--- src/rtl/jtframe_ddr_pkg.sv ---
// Shared definitions for arbiters that sit in front of the DDR3 read port.
package jtframe_ddr_pkg;

    localparam int unsigned DDR_AW = 29;
    localparam int unsigned DDR_BW = 8;

    typedef enum logic [1:0] {
        IDLE  = 2'd0,
        ISSUE = 2'd1,
        DATA  = 2'd2
    } ddr_state_t;

    // A zero-length burst is meaningless to the controller; treat it as one word.
    function automatic logic [DDR_BW-1:0] ddr_burst_fix(input logic [DDR_BW-1:0] b);
        return (b == '0) ? DDR_BW'(1) : b;
    endfunction

endpackage

--- src/rtl/jtframe_rr_pick.sv ---
// Combinational round-robin selector: first set request searching upward
// from ptr+1, wrapping modulo NREQ.
module jtframe_rr_pick #(
    parameter int unsigned NREQ = 2
)(
    input  logic [NREQ-1:0]         req,
    input  logic [$clog2(NREQ)-1:0] ptr,
    output logic [NREQ-1:0]         win,
    output logic [$clog2(NREQ)-1:0] win_idx,
    output logic                    valid
);

    localparam int unsigned IW = $clog2(NREQ);

    logic [IW-1:0] cand;

    // Scan candidates in priority order, latching onto the first requester found
    always_comb begin
        win     = '0;
        win_idx = '0;
        valid   = 1'b0;
        cand    = '0;
        for (int unsigned k = 1; k <= NREQ; k++) begin
            cand = IW'((32'(ptr) + k) % NREQ);
            if (!valid && req[cand]) begin
                valid     = 1'b1;
                win_idx   = cand;
                win[cand] = 1'b1;
            end
        end
    end

endmodule

--- src/rtl/jtframe_ddram_arb.sv ---
// Round-robin arbiter for the shared DDR3 read port. One requester owns the
// port from grant until its last beat (or a data timeout).
module jtframe_ddram_arb
    import jtframe_ddr_pkg::*;
#(
    parameter int unsigned NREQ = 2,
    parameter int unsigned TOUT = 1023
)(
    input  logic                   clk,
    input  logic                   rst_n,
    input  logic [NREQ-1:0]        req,
    input  logic [NREQ*DDR_AW-1:0] req_addr,
    input  logic [NREQ*DDR_BW-1:0] req_burst,
    output logic [NREQ-1:0]        gnt,
    output logic [NREQ-1:0]        dready,
    output logic                   done,
    output logic                   err,
    input  logic                   ddram_busy,
    output logic                   ddram_rd,
    output logic [DDR_AW-1:0]      ddram_addr,
    output logic [DDR_BW-1:0]      ddram_burstcnt,
    input  logic                   ddram_dout_ready
);

    localparam int unsigned IW = $clog2(NREQ);
    localparam int unsigned TW = $clog2(TOUT + 1);

    ddr_state_t       state, state_nx;
    logic [IW-1:0]    ptr;
    logic [DDR_BW-1:0] beat;
    logic [TW-1:0]    tcnt;

    logic [NREQ-1:0]  pick_win;
    logic [IW-1:0]    pick_idx;
    logic             pick_valid;
    logic [DDR_AW-1:0] sel_addr;
    logic [DDR_BW-1:0] sel_burst;

    logic grant_go, accept, last_beat, tout_hit;

    jtframe_rr_pick #(
        .NREQ (NREQ)
    ) u_pick (
        .req     (req),
        .ptr     (ptr),
        .win     (pick_win),
        .win_idx (pick_idx),
        .valid   (pick_valid)
    );

    assign sel_addr  = req_addr[32'(pick_idx)*DDR_AW +: DDR_AW];
    assign sel_burst = req_burst[32'(pick_idx)*DDR_BW +: DDR_BW];

    // Data strobes go only to the owner, and only while a burst is expected
    assign dready = (state == DATA && ddram_dout_ready) ? gnt : '0;

    // State register
    always_ff @(posedge clk) begin
        if (!rst_n) state <= IDLE;
        else        state <= state_nx;
    end

    // Next-state decode and transaction events
    always_comb begin
        state_nx  = state;
        grant_go  = 1'b0;
        accept    = 1'b0;
        last_beat = 1'b0;
        tout_hit  = 1'b0;
        case (state)
            IDLE: begin
                if (pick_valid) begin
                    grant_go = 1'b1;
                    state_nx = ISSUE;
                end
            end
            ISSUE: begin
                if (!ddram_busy) begin
                    accept   = 1'b1;
                    state_nx = DATA;
                end
            end
            DATA: begin
                if (ddram_dout_ready) begin
                    if (beat == DDR_BW'(1)) begin
                        last_beat = 1'b1;
                        state_nx  = IDLE;
                    end
                end else if (tcnt == TW'(TOUT - 1)) begin
                    // the increment on this edge would make the count reach TOUT
                    tout_hit = 1'b1;
                    state_nx = IDLE;
                end
            end
            default: state_nx = IDLE;
        endcase
    end

    // Grant, command, counters and status pulses
    always_ff @(posedge clk) begin
        if (!rst_n) begin
            gnt            <= '0;
            ptr            <= IW'(NREQ - 1);
            ddram_rd       <= 1'b0;
            ddram_addr     <= '0;
            ddram_burstcnt <= '0;
            beat           <= '0;
            tcnt           <= '0;
            done           <= 1'b0;
            err            <= 1'b0;
        end else begin
            done <= last_beat;
            err  <= tout_hit;
            if (grant_go) begin
                gnt            <= pick_win;
                ptr            <= pick_idx;
                ddram_addr     <= sel_addr;
                ddram_burstcnt <= ddr_burst_fix(sel_burst);
                ddram_rd       <= 1'b1;
            end
            if (accept) begin
                ddram_rd <= 1'b0;
                beat     <= ddram_burstcnt;
                tcnt     <= '0;
            end
            if (state == DATA) begin
                if (ddram_dout_ready) begin
                    beat <= beat - DDR_BW'(1);
                    tcnt <= '0;
                end else begin
                    tcnt <= tcnt + TW'(1);
                end
            end
            if (last_beat || tout_hit) gnt <= '0;
        end
    end

endmodule

--- config.mk ---
export PLATFORM = sky130hd
export DESIGN_NAME = jtframe_ddram_arb
export DESIGN_NICKNAME = d
export VERILOG_FILES = /design/src/rtl/jtframe_ddr_pkg.sv /design/src/rtl/jtframe_rr_pick.sv /design/src/rtl/jtframe_ddram_arb.sv
export SDC_FILE = /design/constraint.sdc
export NUM_CORES = 1
export LEC_CHECK = 0
export CORE_ASPECT_RATIO = 0.8
export CORE_MARGIN = 3
export CORE_UTILIZATION = 46
export DETAILED_ROUTE_END_ITERATION = 12
export PLACE_DENSITY = 0.86
export SYNTH_ARGS = -nofsm -noshare
export SYNTH_HDL_FRONTEND = slang
export SYNTH_SLANG_ARGS = --single-unit
--- constraint.sdc ---
create_clock -name clk -period 2.4 [get_ports clk]
set_input_delay 0.72 -clock clk [delete_from_list [all_inputs] [get_ports clk]]
set_output_delay 0.72 -clock clk [all_outputs]
set_load 0.005 [all_outputs]
==> metrics.md <==
| Metric | Value |
|---|---|
| Synth area leader | `sky130_fd_sc_hd__dfxtp_1` |
| DP Cell Count | `521` |
| Synth Net Count | `410` |
| Minimum setup slack after placement | `-0.445 ns` |
| Antenna fix cells | `0` |
| Sequential cell area | `0.00126 mm^2` |
| Max clock buf depth | `2` |
| Overall overflow remaining after global route | `0` |
| Final standard cell area without fillers | `0.00460 mm^2` |
| Detail-routed net length per standard cell | `15.1 um` |
| Worst hold slack across all endpoints | `0.486 ns` |
| Synth area leaders | `sky130_fd_sc_hd__dfxtp_1 43%, sky130_fd_sc_hd__mux2i_1 12%, sky130_fd_sc_hd__a211oi_1 11%, sky130_fd_sc_hd__nor2_1 7.3%, sky130_fd_sc_hd__a21oi_1 2.6%` |
| Cells on worst reg2reg path | `5` |
| RSZ-0062 raised after global routing | `no` |
| Worst Tran Pin Value | `0.423 ns` |
| Count of nets left with antenna violations after detail routing | `0` |
| Most frequent cells after synthesis | `63 x sky130_fd_sc_hd__dfxtp_1, 57 x sky130_fd_sc_hd__nor2_1, 42 x sky130_fd_sc_hd__a211oi_1` |
| Filler-free cell count of the finished design | `540` |
| Cell with the most instances after synthesis | `sky130_fd_sc_hd__dfxtp_1` |
| Final hold vios | `0` |
| Placed cell area | `0.00433 mm^2` |
| Number of port buffers | `123` |
| Detailed Route Iter0 Violations | `98` |
| Area fraction of the dominant cell type after synthesis | `43.0%` |
| Data required, critical path | `1.68 ns` |
| Setup violations, final | `0` |
| Layout cell share with drive strength beyond 1 | `9.15%` |
| Count of flip-flops with a built-in enable after synthesis | `0` |
| Leak | `1.72 nW` |
| Area Growth Syn to Fin | `56.7%` |
| First-pass iteration count of the detailed router | `4` |
| Number of levels the H-tree was split into | `3` |
| Endpoint kind of the worst setup timing path | `output pin` |
| Worst reg2reg setup slack | `0.68 ns` |
| Clock latency reported for the late side of the worst-skew pair | `0.33 ns` |
| Worst slew margin | `71.6%` |
| Placement row count | `25` |
| Residual DRC count | `0` |
| Post-Synthesis Mean Instance Area | `9.00 um^2` |
| Seq/Total Area, Yosys | `43.0%` |
| Number of sinks handled by clock tree synthesis | `63` |
| Area of combinational cells with multiple inputs | `0.00156 mm^2` |
| Cell chosen for the clock root | `sky130_fd_sc_hd__clkbuf_8` |
| Count of different cell masters after synthesis | `45` |
| Fillcell total | `428` |
| Hold wc startpoint | `beat[7]` |
| Minimum setup slack in the final design | `0.0719 ns` |
| Final total power | `3.03 mW` |
| Most used flip-flop cell after synthesis | `sky130_fd_sc_hd__dfxtp_1` |
| Total Routed Length | `8130 um` |
| Total Nets Final | `538` |
| Final count of pins violating max slew | `0` |
| TritonCTS Buffers | `9` |
| Die extent in x | `95.3 um` |
| Post-synthesis instance area | `0.00293 mm^2` |
| Post-detailed-route via-to-cell ratio | `5.48` |
| Fin crit period | `2.33 ns` |
| Floorplan die area | `0.00738 mm^2` |
| Worst IR Drop VDD | `0.000331 V` |
| Fmax | `0.430 GHz` |
| Startpoint kind of the worst setup timing path | `input pin` |
| Number of warnings issued by yosys | `0` |
| Final GP Congestion | `0.851` |
| Instance count along the most critical hold path | `1` |
| Initial antenna violation count | `0` |
| Share of the clock period used by the worst path | `97.0%` |
| Number of global-route vias before repair | `2893` |
| Maximum number of pins on one net before global-route repair | `53` |
| Number of cells produced by synthesis | `326` |
| Total via count in the routed design | `2960` |
| Final Skew | `0.00727 ns` |
| Max-cap check violation count | `0` |
| Clock transition at the register clock pins on the worst setup and hold paths after CTS | `0.07 ns` |
| Start of the worst register-to-register path | `state[1]` |
| Startpoint-to-endpoint class of the critical path | `in2out` |
| Global router's overall resource usage | `23.0%` |
| WHS Endpoint | `beat[7]` |
| WP data arrival | `1.61 ns` |
| Core region area | `0.00604 mm^2` |
| Die boundary height | `77.4 um` |
| Reg2reg end | `state[1]` |
| Hold WC Path Type | `reg2reg` |
| Detailed placement HPWL | `6040 um` |
| Total of flip-flops plus latches after synthesis | `63` |
| Share of async-settable or async-resettable flops after synthesis | `0%` |
| Total power per unit cell area | `660 mW/mm^2` |
| TritonCTS clock tree | `done` |
| Number of top-level design ports | `124` |
| Initial standard-cell utilization of the core | `48.6%` |
| Wire length of the first global-routing pass | `13500 um` |
| Status | `complete, no violations` |
| Worst-path fanout max | `2` |
stage by stage:
stage          utilization [%]  setup TNS (ns)
5_1_grt                   76.1               0
3_5_place_dp              71.7          -0.962
2_1_floorplan                -               0
3_3_place_gp              71.7          -0.816
6_report                  76.1               0
4_1_cts                   76.3               0
cell type report:
class	count	share of cell area, %
multi-input cells	234	33.9
clock buffers	11	3.29
clock inverters	5	2.26
flip-flops and latches	63	27.4
well taps	81	2.20
repair buffers	140	30.4
inverters	6	0.490
per-layer routing:
metal  share of wire, %  vias up  GRT usage, %
li1                   -     1467             -
met1                 39     1369          26.5
met2                 51      116          39.3
met3                8.9        8          9.01
met4               0.91        0          6.34
met5                  0        -             0
power by group:
| part | internal (mW) | total [mW] | switching, mW |
|---|---|---|---|
| Clock | 0.747 | 1.14 | 0.396 |
| Sequential | 1.14 | 1.21 | 0.0627 |
| Combinational | 0.401 | 0.684 | 0.283 |
| Total | 2.29 | 3.03 | 0.742 |
worst max path at each step:
stage / start / depth (start not counted) / to
global route: ddram_dout_ready / 5 / dready[1]
finish: ddram_dout_ready / 5 / dready[1]
CTS: ddram_dout_ready / 5 / dready[1]
floorplan: ddram_dout_ready / 3 / dready[0]
global placement: ddram_dout_ready / 4 / dready[1]
detailed placement: ddram_dout_ready / 4 / dready[1]
worst max-delay path, cell delays in order:
cell and delay [ns]:
sky130_fd_sc_hd__dlygate4sd2_1 0.25, sky130_fd_sc_hd__and3b_2 0.23, sky130_fd_sc_hd__buf_4 0.15, sky130_fd_sc_hd__and2_1 0.15
sky130_fd_sc_hd__clkbuf_2 0.11
kinds of logic after synthesis:
logic type      count (synthesis)  share of synthesized area, %
simple gates                  107                          17.5
buf+inv                        29                          4.44
xor+xnor                        4                          1.19
flops                          63                          43.0
mux                            36                          12.3
compound gates                 83                          19.9
fa+ha+maj                       4                          1.71
flip-flops by register name, indices dropped and copies added, names as in the netlist:
register / cells
err: 1
done: 1
ptr: 1
state: 2
ddram_rd: 1
gnt: 2
ddram_addr: 29
ddram_burstcnt: 8
beat: 8
tcnt: 10
layout by cell type (no fill, tap or decap), types with 2 or more instances in the layout:
cell type	instances
sky130_fd_sc_hd__o2111ai_1	4
sky130_fd_sc_hd__and4_1	2
sky130_fd_sc_hd__a21oi_1	15
sky130_fd_sc_hd__clkdlybuf4s50_1	120
sky130_fd_sc_hd__a211oi_1	42
sky130_fd_sc_hd__or4_1	2
sky130_fd_sc_hd__buf_4	13
sky130_fd_sc_hd__bufinv_16	3
sky130_fd_sc_hd__buf_12	4
sky130_fd_sc_hd__o211ai_1	2
sky130_fd_sc_hd__nor2b_1	3
sky130_fd_sc_hd__and2_1	2
sky130_fd_sc_hd__clkbuf_8	11
sky130_fd_sc_hd__nor4_1	2
sky130_fd_sc_hd__nand3_1	8
sky130_fd_sc_hd__nor3_1	6
sky130_fd_sc_hd__xor2_1	4
sky130_fd_sc_hd__nor2_1	57
sky130_fd_sc_hd__clkbuf_2	2
sky130_fd_sc_hd__a31oi_1	4
sky130_fd_sc_hd__o21ai_0	6
sky130_fd_sc_hd__ha_1	4
sky130_fd_sc_hd__inv_1	5
sky130_fd_sc_hd__dfxtp_1	63
sky130_fd_sc_hd__and3_1	2
sky130_fd_sc_hd__nand3b_1	2
sky130_fd_sc_hd__a221oi_1	2
sky130_fd_sc_hd__mux2i_1	36
sky130_fd_sc_hd__nand4_1	4
sky130_fd_sc_hd__a32oi_1	2
sky130_fd_sc_hd__nand2_1	8
repair_timing:
action,4_1_cts,5_1_grt
gates cloned,0,0
pin swaps,1,1
gates resized for setup,6,2
buffers inserted,3,0
endpoints found under the setup margin,2,2
hold buffers,0,0
(Power assumes the default switching activity.)
